### src/rtl/lsu_ctrl.sv
// Load/store control stage: one request at a time, funct3 decode, range check,
// single-cycle data memory access and registered response. Optional macro: LSU_MISALIGN_TRAP_EN.
module lsu_ctrl #(
    parameter int unsigned MEM_BYTES = 1048576,
    parameter int          CNT_WIDTH = 32
) (
    input  logic                 clock,
    input  logic                 reset,
    // Both handshakes: a transfer happens on a rising edge where valid && ready;
    // valid is never withdrawn before that edge and ready never depends on valid.
    input  logic                 req_valid,
    output logic                 req_ready,
    input  logic                 req_is_store,
    input  logic [2:0]           req_funct3,
    input  logic [31:0]          req_addr,
    input  logic [31:0]          req_wdata,
    input  logic [4:0]           req_rd,
    output logic                 resp_valid,
    input  logic                 resp_ready,
    output logic [31:0]          resp_rdata,
    output logic [4:0]           resp_rd,
    output logic                 resp_is_store,
    output logic                 resp_fault,
    output logic [31:0]          mem_address,
    output logic [31:0]          mem_data_in,
    output logic                 mem_read_write,
    output logic [1:0]           mem_access_size,
    output logic                 mem_is_signed,
    input  logic [31:0]          mem_data_out,
    output logic [CNT_WIDTH-1:0] load_count,
    output logic [CNT_WIDTH-1:0] store_count,
    output logic [1:0]           dbg_state
);

    localparam logic [1:0] S_IDLE   = 2'd0;
    localparam logic [1:0] S_ACCESS = 2'd1;
    localparam logic [1:0] S_RESP   = 2'd2;

    localparam logic [32:0] MEM_LIMIT = 33'(MEM_BYTES);

    logic [1:0]           state_q, state_d;
    logic                 is_store_q, is_store_d;
    logic [2:0]           funct3_q, funct3_d;
    logic [31:0]          addr_q, addr_d;
    logic [31:0]          wdata_q, wdata_d;
    logic [4:0]           rd_q, rd_d;
    logic                 resp_valid_q, resp_valid_d;
    logic [31:0]          resp_rdata_q, resp_rdata_d;
    logic [4:0]           resp_rd_q, resp_rd_d;
    logic                 resp_is_store_q, resp_is_store_d;
    logic                 resp_fault_q, resp_fault_d;
    logic [CNT_WIDTH-1:0] load_count_q, load_count_d;
    logic [CNT_WIDTH-1:0] store_count_q, store_count_d;

    logic        dec_legal;
    logic [1:0]  dec_size;
    logic        dec_signed;
    logic [32:0] last_off;
    logic        range_fault;
    logic        misalign;
    logic        fault;
    logic        do_access;
    logic [31:0] load_ext;

    always_comb begin
        dec_legal  = 1'b0;
        dec_size   = 2'b10;
        dec_signed = 1'b0;
        case (funct3_q)
            3'b000: begin dec_legal = 1'b1;          dec_size = 2'b00; dec_signed = !is_store_q; end
            3'b001: begin dec_legal = 1'b1;          dec_size = 2'b01; dec_signed = !is_store_q; end
            3'b010: begin dec_legal = 1'b1;          dec_size = 2'b10; end
            3'b100: begin dec_legal = !is_store_q;   dec_size = 2'b00; end
            3'b101: begin dec_legal = !is_store_q;   dec_size = 2'b01; end
            default: begin dec_legal = 1'b0; end
        endcase
    end

    // Last touched byte computed in 33 bits so a wrap past 0xFFFFFFFF still faults.
    always_comb begin
        case (dec_size)
            2'b00:   last_off = 33'd0;
            2'b01:   last_off = 33'd1;
            default: last_off = 33'd3;
        endcase
        range_fault = (({1'b0, addr_q} + last_off) >= MEM_LIMIT);
    end

`ifdef LSU_MISALIGN_TRAP_EN
    assign misalign = ((dec_size == 2'b01) && addr_q[0]) ||
                      ((dec_size == 2'b10) && (addr_q[1:0] != 2'b00));
`else
    assign misalign = 1'b0;
`endif

    assign fault     = !dec_legal || range_fault || misalign;
    assign do_access = (state_q == S_ACCESS) && !fault;

    assign mem_address     = do_access ? addr_q : 32'd0;
    assign mem_data_in     = do_access ? wdata_q : 32'd0;
    assign mem_access_size = do_access ? dec_size : 2'b10;
    assign mem_is_signed   = do_access ? dec_signed : 1'b0;
    assign mem_read_write  = do_access && is_store_q && !reset;

    // Re-extend locally so the result is right whether or not the memory extends.
    always_comb begin
        case (dec_size)
            2'b00:   load_ext = dec_signed ? {{24{mem_data_out[7]}}, mem_data_out[7:0]}
                                           : {24'd0, mem_data_out[7:0]};
            2'b01:   load_ext = dec_signed ? {{16{mem_data_out[15]}}, mem_data_out[15:0]}
                                           : {16'd0, mem_data_out[15:0]};
            default: load_ext = mem_data_out;
        endcase
    end

    always_comb begin
        state_d         = state_q;
        is_store_d      = is_store_q;
        funct3_d        = funct3_q;
        addr_d          = addr_q;
        wdata_d         = wdata_q;
        rd_d            = rd_q;
        resp_valid_d    = resp_valid_q;
        resp_rdata_d    = resp_rdata_q;
        resp_rd_d       = resp_rd_q;
        resp_is_store_d = resp_is_store_q;
        resp_fault_d    = resp_fault_q;
        load_count_d    = load_count_q;
        store_count_d   = store_count_q;
        case (state_q)
            S_IDLE: begin
                if (req_valid) begin
                    is_store_d = req_is_store;
                    funct3_d   = req_funct3;
                    addr_d     = req_addr;
                    wdata_d    = req_wdata;
                    rd_d       = req_rd;
                    state_d    = S_ACCESS;
                end
            end
            S_ACCESS: begin
                state_d         = S_RESP;
                resp_valid_d    = 1'b1;
                resp_rd_d       = rd_q;
                resp_is_store_d = is_store_q;
                resp_fault_d    = fault;
                resp_rdata_d    = (fault || is_store_q) ? 32'd0 : load_ext;
                if (!fault && is_store_q)  store_count_d = store_count_q + CNT_WIDTH'(1);
                if (!fault && !is_store_q) load_count_d  = load_count_q + CNT_WIDTH'(1);
            end
            S_RESP: begin
                if (resp_ready) begin
                    resp_valid_d = 1'b0;
                    state_d      = S_IDLE;
                end
            end
            default: state_d = S_IDLE;
        endcase
    end

    always_ff @(posedge clock or posedge reset) begin
        if (reset) begin
            state_q         <= S_IDLE;
            is_store_q      <= 1'b0;
            funct3_q        <= 3'd0;
            addr_q          <= 32'd0;
            wdata_q         <= 32'd0;
            rd_q            <= 5'd0;
            resp_valid_q    <= 1'b0;
            resp_rdata_q    <= 32'd0;
            resp_rd_q       <= 5'd0;
            resp_is_store_q <= 1'b0;
            resp_fault_q    <= 1'b0;
            load_count_q    <= '0;
            store_count_q   <= '0;
        end else begin
            state_q         <= state_d;
            is_store_q      <= is_store_d;
            funct3_q        <= funct3_d;
            addr_q          <= addr_d;
            wdata_q         <= wdata_d;
            rd_q            <= rd_d;
            resp_valid_q    <= resp_valid_d;
            resp_rdata_q    <= resp_rdata_d;
            resp_rd_q       <= resp_rd_d;
            resp_is_store_q <= resp_is_store_d;
            resp_fault_q    <= resp_fault_d;
            load_count_q    <= load_count_d;
            store_count_q   <= store_count_d;
        end
    end

    assign req_ready     = (state_q == S_IDLE);
    assign resp_valid    = resp_valid_q;
    assign resp_rdata    = resp_rdata_q;
    assign resp_rd       = resp_rd_q;
    assign resp_is_store = resp_is_store_q;
    assign resp_fault    = resp_fault_q;
    assign load_count    = load_count_q;
    assign store_count   = store_count_q;
    assign dbg_state     = state_q;

endmodule

### config.mk
export PLATFORM = sky130hd
export DESIGN_NAME = lsu_ctrl
export DESIGN_NICKNAME = d
export VERILOG_FILES = /design/src/rtl/lsu_ctrl.sv
export SDC_FILE = /design/constraint.sdc
export NUM_CORES = 1
export LEC_CHECK = 0
export CAP_MARGIN = 20
export CORE_MARGIN = 3
export CORE_UTILIZATION = 52
export CTS_BUF_LIST = sky130_fd_sc_hd__clkbuf_8
export DETAILED_ROUTE_END_ITERATION = 12
export HOLD_SLACK_MARGIN = 0.06
export PLACE_DENSITY = 0.9
export SYNTH_ARGS = -nofsm -noshare
export SYNTH_HDL_FRONTEND = slang
export SYNTH_SLANG_ARGS = --single-unit
### constraint.sdc
create_clock -name clock -period 10.6 [get_ports clock]
set_input_delay 2.12 -clock clock [delete_from_list [all_inputs] [get_ports clock]]
set_output_delay 2.12 -clock clock [all_outputs]
set_load 0.05 [all_outputs]
### Word-level counts from Yosys, hierarchy flattened

Cells that the tools add are included.

| word-level totals | value |
|---|---|
| input port bits | 109 |
| register bits after elaboration | 179 |
| word-level logic and storage cells | 68 |
| output and inout bits | 175 |

| operators by class | value |
|---|---|
| mux-type cells | 17 |
| add/subtract/negate cells | 3 |
| order comparisons | 1 |
| equal/unequal tests | 9 |
| reduce and logical (&&, ||, !) cells | 25 |

Operator list:

| operator | number |
|---|---|
| 2-to-1 mux 32 bit | 5 |
| adder 32 x 1 -> 32 bit (second input constant) | 2 |
| one-hot mux 32 bit (2 select lines) | 1 |
| adder 32 x 33 -> 33 bit | 1 |
| >= comparator 33 x 21 -> 1 bit (second input constant) | 1 |
| AND reduction 2 bit | 5 |
| one-hot mux 2 bit (2 select lines) | 2 |
| OR reduction 2 bit | 4 |
| == test 3 bit (second input constant) | 2 |
| 2-to-1 mux 2 bit | 3 |
| one-hot mux 2 bit (3 select lines) | 1 |
| logical AND 1 bit | 5 |
| == test 2 x 1 -> 1 bit (second input constant) | 2 |
| zero test 1 bit | 4 |
| zero test 2 bit | 2 |
| != test 2 bit (second input constant) | 2 |
| one-hot mux 1 bit (2 select lines) | 2 |
| == test 3 x 1 -> 1 bit (second input constant) | 1 |
| == test 3 x 2 -> 1 bit (second input constant) | 1 |
| zero test 3 bit | 1 |
| 2-to-1 mux 1 bit | 3 |
| OR reduction 3 bit | 1 |
| == test 2 bit (second input constant) | 1 |
| logical OR 1 bit | 2 |
| nonzero test 2 bit | 1 |

### Logic depth before layout (Yosys ltp)

| logic depth | value |
|---|---|
| word-level depth | 12 |
| mapped depth | 14 |

### Least setup slack after synthesis

Ideal clock, no wire load.

| timing | value |
|---|---|
| kind | input-to-output |
| start point | in reset |
| end point | out mem_read_write |
| required time | 8.480 ns |
| slack | 1.775 ns |
| arrival time | 6.705 ns |
| stages | 2 |
| buffers on the path | 0 |
| cell sequence | inv_1 -> and3_1 |

| between the ends | value |
|---|---|
| word-level cells in the longest chain between the ends | 2 |

RTL lines:

| item | line | source |
|---|---|---|
| start, declared | 8 | `input logic reset,` |
| zero test 1 bit (no source line) | -- |  |
| logical AND 1 bit | 103 | `assign mem_read_write = do_access && is_store_q && !reset;` |
| end, declared | 26 | `output logic mem_read_write,` |

No other way between the ends.

### Worst setup path after layout

| timing | value |
|---|---|
| start point | reg funct3_q[1] |
| end point | out mem_is_signed |

| between the ends | value |
|---|---|
| word-level cells in the longest chain between the ends | 11 |

RTL lines:

| item | line | source |
|---|---|---|
| start, declared | 43 | `logic [2:0] funct3_q, funct3_d;` |
| start signal, assigned | 179 | `funct3_q <= funct3_d;` |
| == test 3 bit, or another cell as far along | 69 | `case (funct3_q)` |
| OR reduction 2 bit (no source line) | -- |  |
| one-hot mux 2 bit (2 select lines) | 69 |  |
| == test 2 x 1 -> 1 bit or zero test 2 bit (tied branches) | 81 | `case (dec_size)` |
| one-hot mux 2 bit (2 select lines) | 81 |  |
| adder 32 x 33 -> 33 bit | 86 | `range_fault = (({1'b0, addr_q} + last_off) >= MEM_LIMIT);` |
| >= comparator 33 x 21 -> 1 bit | 86 |  |
| logical OR 1 bit | 96 | `assign fault = !dec_legal \|\| range_fault \|\| misalign;` |
| zero test 1 bit | 97 | `assign do_access = (state_q == S_ACCESS) && !fault;` |
| logical AND 1 bit | 97 |  |
| 2-to-1 mux 1 bit * | 102 | `assign mem_is_signed = do_access ? dec_signed : 1'b0;` |
| end, declared | 28 | `output logic mem_is_signed,` |

Every way passes the cells marked *; elsewhere a longest branch is shown, timed or not.

==> results.rst <==
.. list-table::
   :header-rows: 1

   * - Metric
     - Value
   * - Die footprint
     - 18250 um^2
   * - Initial antenna violation count
     - 0
   * - Path category of the worst min-delay check
     - register to register
   * - Part of the power in registers
     - 45.7%
   * - Total setup buffers inserted after CTS
     - 0
   * - R2R depth
     - 11
   * - Most used flip-flop cell after synthesis
     - sky130_fd_sc_hd__dfrtp_1
   * - Fmax
     - 136.1 MHz
   * - DRC violation total after the first TritonRoute iteration
     - 556
   * - Total number of yosys warnings
     - 0
   * - Number of enable flip-flop cells after synthesis
     - 0
   * - Total wirelength of the detailed-routed design
     - 23290 um
   * - Element type at the critical path start
     - register
   * - Part of the total power dissipated in combinational logic
     - 29.7%
   * - Buffers added on ports
     - 272
   * - Area overhead of the layout relative to synthesis
     - 38.04%
   * - Max Used Layer
     - met4
   * - Category of the worst setup path capture point
     - primary output
   * - Flip-flop and latch count after synthesis
     - 179
   * - Pwr/cell area
     - between 150 and 200 nW/um^2
   * - Most common cell after layout, fill and taps aside
     - sky130_fd_sc_hd__clkdlybuf4s50_1
   * - Count of final max-slew check failures
     - 0
   * - Pre-CTS setup slack
     - 3762 ps
   * - Number of diodes added for antenna fixing
     - 0
   * - Core outline area
     - between 15000 and 20000 um^2
   * - Net count reported at finish
     - approximately 1200
   * - Buffer cell driving the clock tree root
     - sky130_fd_sc_hd__clkbuf_8
   * - Global-route wire length before repair
     - 37340 um
   * - Crit path cell chain
     - or2_2 -> ha_1 -> fa_1 -> inv_1 -> nor3_1 -> and2_1 -> o31a_2 -> buf_4 -> nor3b_4 -> buf_4 -> nor4b_1 -> clkdlybuf4s50_1
   * - Total gr overflow
     - 0
   * - Worst Skew
     - between 9 and 10 ps
   * - Relative contribution of the clock network to total power
     - 24.7%
   * - CTS Sinks
     - around 180
   * - Most used cell, CP
     - sky130_fd_sc_hd__buf_4
   * - Hold Startpoint
     - load_count[31]$_DFFE_PP0P_
   * - Post-DR wirelength/cell
     - about 18 um
   * - Critical path startpoint
     - funct3_q[1]$_DFFE_PP0P_
   * - Width of the chip
     - about 140 um
   * - Period utilisation layout
     - slightly below 70%
   * - Clock-pin transition on the worst setup and hold timing paths
     - 90 ps
   * - Number of core rows
     - 46
   * - Logic depth of the worst setup path including buffers
     - 12
   * - Mapped cell area
     - approximately 8700 um^2
   * - Top Ports
     - 284
   * - HPWL Detailed
     - 16250 um
   * - Share of final-layout standard cells stronger than drive strength 1
     - 15.05%
   * - CTS tree
     - yes
   * - Max-capacitance violation count
     - 0
   * - Routed metal-1 wire length
     - 9318 um
   * - Number of vias in the routed layout
     - 7028
   * - Largest net degree at the start of global routing
     - 108
   * - Count of mapped cells out of synthesis
     - ~790
   * - RSZ-0062 raised after global routing
     - no
   * - Final weighted congestion in routability-driven placement
     - 0.8857
   * - Ratio of routed vias to standard cells
     - 5.551
   * - Largest fanout of any net on the critical path
     - 64
   * - Setup TNS
     - 0 ps
   * - Tightest Pin Transition
     - 988.8 ps
   * - Filler instances
     - roughly 1100
   * - Worst-case setup margin in the final layout
     - 3251 ps
   * - Overall routing resource usage
     - 25.70%
   * - Initial standard-cell utilization of the core
     - 53.77%
   * - Worst setup path category
     - register to primary output
   * - Worst rel slew slack
     - between 30 and 40%
   * - Critical path buffer and inverter count
     - 4
   * - Net switching component of the power
     - 755.9 uW
   * - Clock buffer depth
     - 2
   * - Count of hold-fix buffers inserted at cts
     - 0
   * - Number of global-route vias before repair
     - 7071
   * - Sum of met2 wire segment lengths after detailed routing
     - 11890 um
   * - Minimum period implied by the final worst setup slack
     - 7349 ps
   * - Reported leakage power
     - 5.143 nW
   * - Data arrival time of the critical path
     - 5230 ps
   * - Worst path top cell family by delay
     - buffers and inverters
   * - Outcome
     - complete, no violations
   * - Count of instances resized after the clock tree is built
     - 0
   * - Cell variety after synth
     - 57
   * - Sequential share of the synthesized area
     - 51.70%
   * - Routed met3 length
     - 1481 um
   * - Leading cell types in the layout, fill and taps excluded
     - sky130_fd_sc_hd__clkdlybuf4s50_1 (272), sky130_fd_sc_hd__dfrtp_1 (179), sky130_fd_sc_hd__mux2_2 (73), sky130_fd_sc_hd__nand2_1 (67)
   * - Instance count along the most critical hold path
     - 1
   * - DR DRC count
     - 0
   * - Worst path slowest cell
     - sky130_fd_sc_hd__clkdlybuf4s50_1
   * - Final hold violations
     - 0
   * - Req. time, crit path
     - between 8000 and 9000 ps
   * - FFs w/ async S/R, synth
     - 100.0%
   * - First-pass iteration count of the detailed router
     - 5
   * - R2R Path Start
     - funct3_q[1]$_DFFE_PP0P_
   * - CP max stage delay
     - 870 ps
   * - Max VDD drop
     - 0.1064 mV
   * - Later-pin clock latency in the skew report
     - ~460 ps
   * - Net switching share of the total power
     - between 30% and 40%
   * - Vertical die dimension
     - between 100 and 150 um
   * - Cts bufs inserted
     - 17
   * - H-tree level count
     - 4
   * - Number of setup violations in the final report
     - 0
   * - Remaining antenna violation count after routing
     - 0
   * - Internal power component
     - about 1.4 mW
   * - Average cell area after synthesis
     - 11.00 um^2
-- stage by stage --
stage	instances	area (um^2)	total power, mW	hold slack (ps)	util, %
2_1_floorplan	798	8702	1.441	434.8	-
3_3_place_gp	1232	11470	1.610	439.9	71.19
3_5_place_dp	1232	11470	1.640	456.2	71.19
4_1_cts	1264	11940	2.176	473.5	74.06
5_1_grt	1266	11960	2.283	502.2	74.22
6_report	1266	11960	2.164	467.4	74.22
-- sequential cells by signal (all words and copies together), names as in the netlist --
signal	cells
dbg_state	2
rd_q	5
addr_q	32
resp_rdata	32
resp_valid	1
is_store_q	1
store_count	32
load_count	32
resp_fault	1
resp_rd	5
funct3_q	3
resp_is_store	1
wdata_q	32
-- worst reg2reg max path: cells and delay by family (launching register included) --
family / cells / cell delay, ps
fa+ha+maj: 2 / 670
flops: 1 / 700
mux: 1 / 370
buf+inv: 2 / 370
compound gates: 3 / 1020
simple gates: 3 / 960
-- synthesized netlist by cell type, types with 8 or more instances --
cell type                  count  area (um^2)
sky130_fd_sc_hd__a21oi_1      29        145.1
sky130_fd_sc_hd__nor4_1       35        219.0
sky130_fd_sc_hd__nor3_1       27        135.1
sky130_fd_sc_hd__clkbuf_1     33        123.9
sky130_fd_sc_hd__a22o_1        8        70.07
sky130_fd_sc_hd__inv_1         8        30.03
sky130_fd_sc_hd__buf_1         8        30.03
sky130_fd_sc_hd__buf_4        11        82.58
sky130_fd_sc_hd__nor2_1       21        78.83
sky130_fd_sc_hd__and2_1       59        369.1
sky130_fd_sc_hd__dfrtp_1     179         4479
sky130_fd_sc_hd__mux2_2       73        822.0
sky130_fd_sc_hd__nand4_1      18        112.6
sky130_fd_sc_hd__nand3_1      31        155.2
sky130_fd_sc_hd__o21ai_2      19        166.4
sky130_fd_sc_hd__xor2_1       58        508.0
sky130_fd_sc_hd__nand2_1      67        251.5
-- layout make-up --
type                            count  area (um^2)  area share, %
Clock inverter                     11        173.9          1.454
Sequential cell                   179         4479          37.45
Tap cell                          216        270.3          2.260
Inverter                            8        35.03         0.2929
Multi-Input combinational cell    549         3905          32.65
Timing Repair Buffer              282         2808          23.48
Clock buffer                       21        289.0          2.417
-- cells by family after synthesis --
logic type,Yosys count,share of synthesized area (%)
DFF,179,51.70
AOI/OAI and AO/OA,77,6.137
xor gates and xnor gates,66,6.758
and+or+nand+nor,314,20.84
adders and majority gates,5,0.8087
muxes,76,9.848
other,1,0.04328
buffers and inverters,70,3.870
-- metal layers --
layer  up-vias  track usage, %
met5         -               0
met4         0           8.063
met3        41           6.483
met2       292           44.00
met1      3460           32.17
li1       3235               -
-- worst paths after layout --
path | endpoint | slack (ps)
worst max-delay path | mem_is_signed | 3250
worst min-delay path | load_count[31]$_DFFE_PP0P_ | 470
worst max register to register | store_count[1]$_DFFE_PP0P_ | 6400
worst min register to register | load_count[31]$_DFFE_PP0P_ | 470
max in group asynchronous | resp_rd[0]$_DFFE_PP0P_ | 6890
min in group asynchronous | store_count[9]$_DFFE_PP0P_ | 2240
-- power groups by stage --
stage / Sequential, mW / Clock, mW / Combinational [mW]
finish: 0.988 / 0.533 / 0.642
global route: 1.01 / 0.573 / 0.697
floorplan: 0.987 / 0 / 0.454
detailed placement: 0.998 / 0 / 0.642
CTS: 0.986 / 0.545 / 0.645
global placement: 0.985 / 0 / 0.626
Power figures use the tool's default switching activity.
